## src/rtl/key_demux_router.sv

```systemverilog
// key_demux_router: 1-to-NR_SLV request router decoding an address key field against a per-slave key table.
// Optional DEMUX_TIMEOUT_EN macro adds a FWD/WAIT timeout that returns an error response.
module key_demux_router #(
  parameter int NR_SLV  = 4,
  parameter int ADDR_W  = 32,
  parameter int DATA_W  = 64,
  parameter int KEY_LSB = 28,
  parameter int KEY_LEN = 4,
  parameter int TMO_CYC = 255
) (
  input  logic                       clk,
  input  logic                       rst_n,
  input  logic [NR_SLV*KEY_LEN-1:0]  key_lut,
  input  logic                       m_req_valid,
  output logic                       m_req_ready,
  input  logic [ADDR_W-1:0]          m_addr,
  input  logic                       m_wen,
  input  logic [DATA_W-1:0]          m_wdata,
  input  logic [DATA_W/8-1:0]        m_wmask,
  output logic                       m_resp_valid,
  input  logic                       m_resp_ready,
  output logic [DATA_W-1:0]          m_rdata,
  output logic                       m_err,
  output logic [NR_SLV-1:0]          s_req_valid,
  input  logic [NR_SLV-1:0]          s_req_ready,
  output logic [ADDR_W-1:0]          s_addr,
  output logic                       s_wen,
  output logic [DATA_W-1:0]          s_wdata,
  output logic [DATA_W/8-1:0]        s_wmask,
  input  logic [NR_SLV-1:0]          s_resp_valid,
  output logic [NR_SLV-1:0]          s_resp_ready,
  input  logic [NR_SLV*DATA_W-1:0]   s_rdata
);

  localparam int SEL_W  = (NR_SLV > 1) ? $clog2(NR_SLV) : 1;
  localparam int MASK_W = DATA_W / 8;

  if (TMO_CYC < 1 || KEY_LSB + KEY_LEN > ADDR_W) begin : g_bad_cfg
    $error("key_demux_router: key field outside address or TMO_CYC < 1");
  end

  typedef enum logic [1:0] {
    S_IDLE,
    S_FWD,
    S_WAIT,
    S_RESP
  } state_t;

  state_t              r_state;
  state_t              w_next;

  logic [ADDR_W-1:0]   r_addr;
  logic                r_wen;
  logic [DATA_W-1:0]   r_wdata;
  logic [MASK_W-1:0]   r_wmask;
  logic [SEL_W-1:0]    r_sel;
  logic                r_err;
  logic [DATA_W-1:0]   r_rdata;

  logic [KEY_LEN-1:0]  w_key;
  logic                w_hit;
  logic [SEL_W-1:0]    w_dec_sel;
  logic [NR_SLV-1:0]   w_sel_oh;
  logic [DATA_W-1:0]   w_slv_rdata;
  logic                w_accept;
  logic                w_req_hs;
  logic                w_resp_hs;
  logic                w_tmo;

  assign w_key = m_addr[KEY_LSB +: KEY_LEN];

  // Scanning downwards lets the lowest matching index overwrite any higher match.
  always_comb begin
    w_hit     = 1'b0;
    w_dec_sel = '0;
    for (int n = NR_SLV - 1; n >= 0; n--) begin
      if (key_lut[n*KEY_LEN +: KEY_LEN] == w_key) begin
        w_hit     = 1'b1;
        w_dec_sel = SEL_W'(n);
      end
    end
  end

  assign w_sel_oh    = NR_SLV'(1) << r_sel;
  assign w_slv_rdata = s_rdata[r_sel*DATA_W +: DATA_W];
  assign w_accept    = (r_state == S_IDLE) && m_req_valid;
  assign w_req_hs    = (r_state == S_FWD)  && !w_tmo && |(s_req_ready  & w_sel_oh);
  assign w_resp_hs   = (r_state == S_WAIT) && !w_tmo && |(s_resp_valid & w_sel_oh);

`ifdef DEMUX_TIMEOUT_EN
  localparam int CNT_W = ($clog2(TMO_CYC + 1) > 8) ? $clog2(TMO_CYC + 1) : 8;

  logic [CNT_W-1:0] r_cnt;

  always_ff @(posedge clk or negedge rst_n) begin
    if (!rst_n) begin
      r_cnt <= '0;
    end else if (w_accept) begin
      r_cnt <= '0;
    end else if (r_state == S_FWD || r_state == S_WAIT) begin
      r_cnt <= r_cnt + CNT_W'(1);
    end
  end

  // Fires in the last FWD/WAIT cycle so RESP starts exactly TMO_CYC cycles after FWD entry.
  assign w_tmo = (r_state == S_FWD || r_state == S_WAIT) && (r_cnt == CNT_W'(TMO_CYC - 1));
`else
  assign w_tmo = 1'b0;
`endif

  always_ff @(posedge clk or negedge rst_n) begin
    if (!rst_n) begin
      r_state <= S_IDLE;
    end else begin
      r_state <= w_next;
    end
  end

  always_comb begin
    w_next       = r_state;
    m_req_ready  = 1'b0;
    m_resp_valid = 1'b0;
    m_rdata      = '0;
    m_err        = 1'b0;
    s_req_valid  = '0;
    s_resp_ready = '0;
    unique case (r_state)
      S_IDLE: begin
        m_req_ready = 1'b1;
        if (m_req_valid) begin
          w_next = w_hit ? S_FWD : S_RESP;
        end
      end
      S_FWD: begin
        if (!w_tmo) begin
          s_req_valid = w_sel_oh;
        end
        if (w_tmo) begin
          w_next = S_RESP;
        end else if (w_req_hs) begin
          w_next = S_WAIT;
        end
      end
      S_WAIT: begin
        if (!w_tmo) begin
          s_resp_ready = w_sel_oh;
        end
        if (w_tmo || w_resp_hs) begin
          w_next = S_RESP;
        end
      end
      S_RESP: begin
        m_resp_valid = 1'b1;
        m_rdata      = r_rdata;
        m_err        = r_err;
        if (m_resp_ready) begin
          w_next = S_IDLE;
        end
      end
      default: w_next = S_IDLE;
    endcase
  end

  always_ff @(posedge clk or negedge rst_n) begin
    if (!rst_n) begin
      r_addr  <= '0;
      r_wen   <= 1'b0;
      r_wdata <= '0;
      r_wmask <= '0;
      r_sel   <= '0;
      r_err   <= 1'b0;
      r_rdata <= '0;
    end else begin
      if (w_accept) begin
        r_addr  <= m_addr;
        r_wen   <= m_wen;
        r_wdata <= m_wdata;
        r_wmask <= m_wmask;
        r_sel   <= w_dec_sel;
        r_err   <= !w_hit;
        r_rdata <= '0;
      end
      if (w_resp_hs) begin
        r_rdata <= w_slv_rdata;
      end
      if (w_tmo) begin
        r_err   <= 1'b1;
        r_rdata <= '0;
      end
    end
  end

  assign s_addr  = r_addr;
  assign s_wen   = r_wen;
  assign s_wdata = r_wdata;
  assign s_wmask = r_wmask;

endmodule

```

## config.mk

```make
export PLATFORM = sky130hd
export DESIGN_NAME = key_demux_router
export DESIGN_NICKNAME = d
export VERILOG_FILES = /design/src/rtl/key_demux_router.sv
export SDC_FILE = /design/constraint.sdc
export NUM_CORES = 1
export LEC_CHECK = 0
export BUFFER_PORTS_ARGS = -buffer_cell sky130_fd_sc_hd__buf_2
export CAP_MARGIN = 20
export CORE_AREA = 2 2 220 222
export DETAILED_ROUTE_END_ITERATION = 7
export DIE_AREA = 0 0 222 224
export GPL_ROUTABILITY_DRIVEN = 0
export MAX_ROUTING_LAYER = met4
export PLACE_DENSITY = 0.46
export SYNTH_ARGS = -nofsm -noshare
export SYNTH_HDL_FRONTEND = slang
export SYNTH_SLANG_ARGS = --single-unit
export TNS_END_PERCENT = 20
```

## constraint.sdc

```tcl
create_clock -name clk -period 3.9 [get_ports clk]
set_input_delay 0.39 -clock clk [delete_from_list [all_inputs] [get_ports clk]]
set_output_delay 0.39 -clock clk [all_outputs]
set_load 0.005 [all_outputs]
```

### Yosys cells after proc, flatten, opt, wreduce, memory -nomap -nowiden

Index checks and enable logic that the tools add are counted.

| storage, ports and cells | value |
|---|---|
| bits in registers | 174 |
| bits in latches | 0 |
| output and inout port bits | 180 |
| memories | 0 |
| logic and storage cells | 54 |
| memory bits (read-only) | 0 |
| input port bits | 389 |
| bits in writable memories | 0 |

| operators by class | value |
|---|---|
| reduce and logical (&&, ||, !) cells | 9 |
| multipliers | 0 |
| bitwise logic cells | 2 |
| shifts and indexed selects | 2 |
| order comparisons | 0 |
| multiplexer cells | 22 |
| divide/modulo/power cells | 0 |
| $add $sub $neg | 0 |
| eq/ne operators | 11 |

Operator list:

| kind | count |
|---|---|
| $shiftx A256 B9 Y64 | 1 |
| $mux W64 | 3 |
| $mux W2 | 9 |
| $eq A4 B4 Y1 | 4 |
| $and A4 B4 Y4 | 2 |
| $mux W4 | 2 |
| $ne A2 B2 Y1 const B | 4 |
| $pmux W2 S4 | 1 |
| $reduce_or A4 Y1 | 2 |
| $mux W1 | 7 |
| $eq A2 B2 Y1 const B | 2 |
| $reduce_and A4 Y1 | 1 |
| $shl A1 B2 Y4 const A | 1 |
| $logic_and A1 B1 Y1 | 3 |
| $eq A2 B1 Y1 const B | 1 |
| $logic_not A2 Y1 | 1 |
| $reduce_bool A2 Y1 | 1 |
| $logic_not A1 Y1 | 1 |

### Longest topological paths before layout

| logic depth | value |
|---|---|
| depth in word-level cells | 8 |
| gate-level depth with buffers | 8 |
| gate-level depth less buffers | 7 |

### Worst setup path after synthesis

Ideal clock, no wire load.

| path | value |
|---|---|
| path type | register to register |
| start | reg r_state[0] |
| end | reg r_rdata[15] |
| required time | 3.834 ns |
| slack | 2.151 ns |
| cell stages (with the launch flop) | 9 |
| buffers on the path | 3 |
| arrival | 1.683 ns |
| period minus slack after synthesis | 1.749 ns |
| setup time | 0.066 ns |
| path through | dfrtp_1 -> inv_1 -> ha_1 -> nand2_1 -> clkbuf_1 -> buf_2 -> clkbuf_1 -> nand3_1 -> nand2_1 |

| on the way | value |
|---|---|
| longest elaborated chain between the ends | 3 |
| elaborated cells on any way between the ends | 6 |
| those cells by class | eq/ne (1); mux (1); reduce/logical (4) |

RTL lines:

| what | line | RTL |
|---|---|---|
| from (decl) | 49 | `state_t r_state;` |
| from (signal assigned) | 115 | `r_state <= w_next;` |
| $eq A2 B2 Y1 / $logic_not A2 Y1 (equally long branches) | 88, 86 |  |
| $logic_and A1 B1 Y1, on equally long branches | 88, 86 |  |
| $mux W64 / $reduce_bool A2 Y1 (equally long branches) | - |  |
| to (signal assigned) | 184 | `r_rdata <= w_slv_rdata;` |
| to (decl) | 58 | `logic [DATA_W-1:0] r_rdata;` |

Parallel ways exist; a longest one is shown, timed or not.
A chain may end at the register's enable or synchronous reset.

### Worst setup path in the final report

| path | value |
|---|---|
| start | reg r_state[0] |
| end | out m_rdata[46] |

| on the way | value |
|---|---|
| longest elaborated chain between the ends | 2 |

RTL lines:

| what | line | RTL |
|---|---|---|
| $eq A2 B2 Y1 | 127 | `unique case (r_state)` |
| $mux W64 | 127 |  |
| to (decl) | 22 | `output logic [DATA_W-1:0] m_rdata,` |

No other way between the ends.

==> results.yml <==
run_status:
  status: "finished, final reports clean"
cells_and_area:
  fillerInstances: 5022
  drive_above_1_share_pct: 61.62
  fin_nets: 1655
  area_growth_pct: 44.98
  postLayoutCellArea_um2: 13050
  seqCellArea_um2: 4362
  multi_input_area_um2: 4317
  final_cells: 1895
  final_util_pct: 27.57
worst_setup_path:
  crit_path_end_kind: "output pin"
  critPathKind: "flip-flop to output pin"
  crit_required_ps: 3510
  slowest_stage: "ha_2"
  cp-start-kind: "flip-flop"
  crit_arrival_ps: 2320
  cpPeakStageDelay_ps: 560
  critPathMaxFanout: 37
  path_cells: "ha_2 > buf_4 > and2_1 > buf_2"
routing:
  vias: 7899
  drtAntennaViolNets: 0
  wire_per_inst_um: 17.37
  wl_um: 32930
  viasPerCell: 4.168
  drcViolationCount: 0
  drt_iter0_markers: 388
  firstDrtPassIters: 5
yosys:
  netlist.top_cell.by_area: "dfrtp_1"
  ys.flop_type: "dfrtp_1"
  yosysSeqAreaShare_pct: 48.37
  yosys_warnings: 0
  ys_seq_elements: 174
  synth_area_um2: 9002
  synth.area.top_cells: "dfrtp_1 (48%), mux4_2 (16%), mux2_2 (13%)"
  yosysTopAreaCellShare_pct: 48.37
  synth_edf_count: 0
  yosysMostFrequentCell: "dfrtp_1"
  synthArstFlopShare_pct: 100.0
  synth.distinct_cells: 37
  avgSynthCellArea_um2: 12.43
  synth_common_cells: "dfrtp_1 (174), nand2_1 (134), mux2_2 (106), and2_1 (66), mux4_2 (65)"
  synth_cells: 724
  synth_nets: 1118
sta:
  finalSetupViolations: 0
  period_minus_slack_ps: 2708
  holdWs_ps: 134.4
  tns_ps: 0
  rsz0062_at_grt: "false"
  fmax_mhz: 369.2
  hold_viol: 0
  slew_headroom_pct: 43.98
  worst_slack_ps: 1192
  worst_pin_slew_ps: 840.2
  slew_violations: 0
  finClkSkew_ps: 19.67
  fin_crit_sh_pct: 69.45
global_routing:
  grt_pass1_vias: 8126
  grt_pass1_wl_um: 48760
  grt_overflow: 0
  grt_antenna_before_repair: 7
  track_usage_pct: 13.55
  grt_max_degree: 85
floorplan:
  pin_count: 569
  die-area_um2: 49730
  rows: 80
  design.core.area_um2: 47350
  start_util_pct: 19.01
  die_h_um: 224
  die_x_um: 222
clock_tree:
  htree_levels: 4
  insertion_delay_ps: 480
  cts_tree: "built"
  numCtsBuffers: 17
  post_cts_buffers: 0
  cts_root_buffer: "clkbuf_16"
  cts.sinks: 174
  cts_max_path_buffers: 2
  clk_pin_slew_ps: 70
power_and_ir_drop:
  ir_drop_mv: 0.4770
  power-per-cell-area_nw_per_um2: 680.8
  combinationalPowerShare_pct: 44.6
  pwr-share-clk_pct: 20.3
  switching_power_mw: 3.200
  leakage_nw: 6.596
  seq_power_share_pct: 35.1
  p_sw_share_pct: 36.01
  power.internal_mw: 5.685
  power_mw: 8.885
place:
  hpwl_um: 24830
  placed_cell_area_um2: 12420
  portBuffers: 568
  dp.cells: 1856
  preCtsSetupSlack_ps: 1552
job:
  drv_cap: 0
min_path:
  hold_path_class: "input pin to flip-flop"
## sequential cells by signal, indices dropped and copies added (netlist names)
name and cells:
r_err 1, r_rdata 64, r_sel 2, r_state 2, s_addr 32, s_wdata 64
s_wen 1, s_wmask 8
## metal layers
| layer | up-vias | track usage (%) | part of all wire, % |
|---|---|---|---|
| li1 | 3626 | - | - |
| met5 | - | - | 0 |
| met4 | 0 | 5.449 | 2.1 |
| met2 | 349 | 22.64 | 51 |
| met3 | 33 | 3.594 | 7.3 |
| met1 | 3891 | 15.49 | 39 |
## final timing paths
kind / from / end / slack [ps] / cells past startpoint
worst max-delay path: r_state[0] / m_rdata[46] / 1190 / 4
worst min-delay path: m_wdata[2] / s_wdata[2] / 130 / 2
worst max register to register: r_state[0] / r_state[0] / 1700 / 7
worst min register to register: r_rdata[56] / r_rdata[56] / 490 / 2
max in group asynchronous: rst_n / s_addr[0] / 2290 / 3
min in group asynchronous: rst_n / s_wdata[19] / 530 / 2
## repair_timing
action,4_1_cts,5_1_grt
endpoints found under the setup margin,0,0
endpoints found under the hold margin,58,0
hold buffers,1,0
resized for setup,0,0
## worst max-delay path, delay by kind of cell, from the launching register on
kind	cells	cell delay [ps]
adders and majority gates	1	560
buffers and inverters	2	610
and+or+nand+nor	1	230
DFF	1	400
## power by group through the flow
stage	combinational [mW]	clock, mW	sequential, mW
after floorplan	2.48	0	3.07
after global placement	4.02	0	3.15
after detailed placement	4.09	0	3.16
after CTS	4.09	1.89	3.13
after global routing	4.39	1.94	3.24
final	3.97	1.80	3.12
## area by class of cell
class                      count  share of cell area [%]
inverter                       7                  0.2013
clock inverter                14                   1.333
multi-input combinational    484                   33.07
sequential                   174                   33.42
tap                          615                   5.896
clock buffer                  18                   3.288
antenna                        6                  0.1150
timing repair buffer         577                   22.67
## logic make-up after synthesis
group | count (synthesis) | share of synthesized area (%)
and+or+nand+nor | 281 | 15.07
AOI/OAI and AO/OA | 10 | 0.8060
DFF | 174 | 48.37
muxes | 172 | 29.63
xor gates and xnor gates | 16 | 1.557
adders and majority gates | 5 | 0.6949
buffers and inverters | 66 | 3.878
## placed cells by master, fill, tap and decap left out, types with 6 or more instances in the layout
cell,instances
and2_1,65
inv_1,7
dfrtp_1,172
mux2_2,106
mux4_2,65
nand2_1,133
xor2_1,8
buf_2,567
clkbuf_16,17
nand3_1,64
xnor2_1,8
diode_2,6
Note: power is estimated with default switching activity, not from simulation.
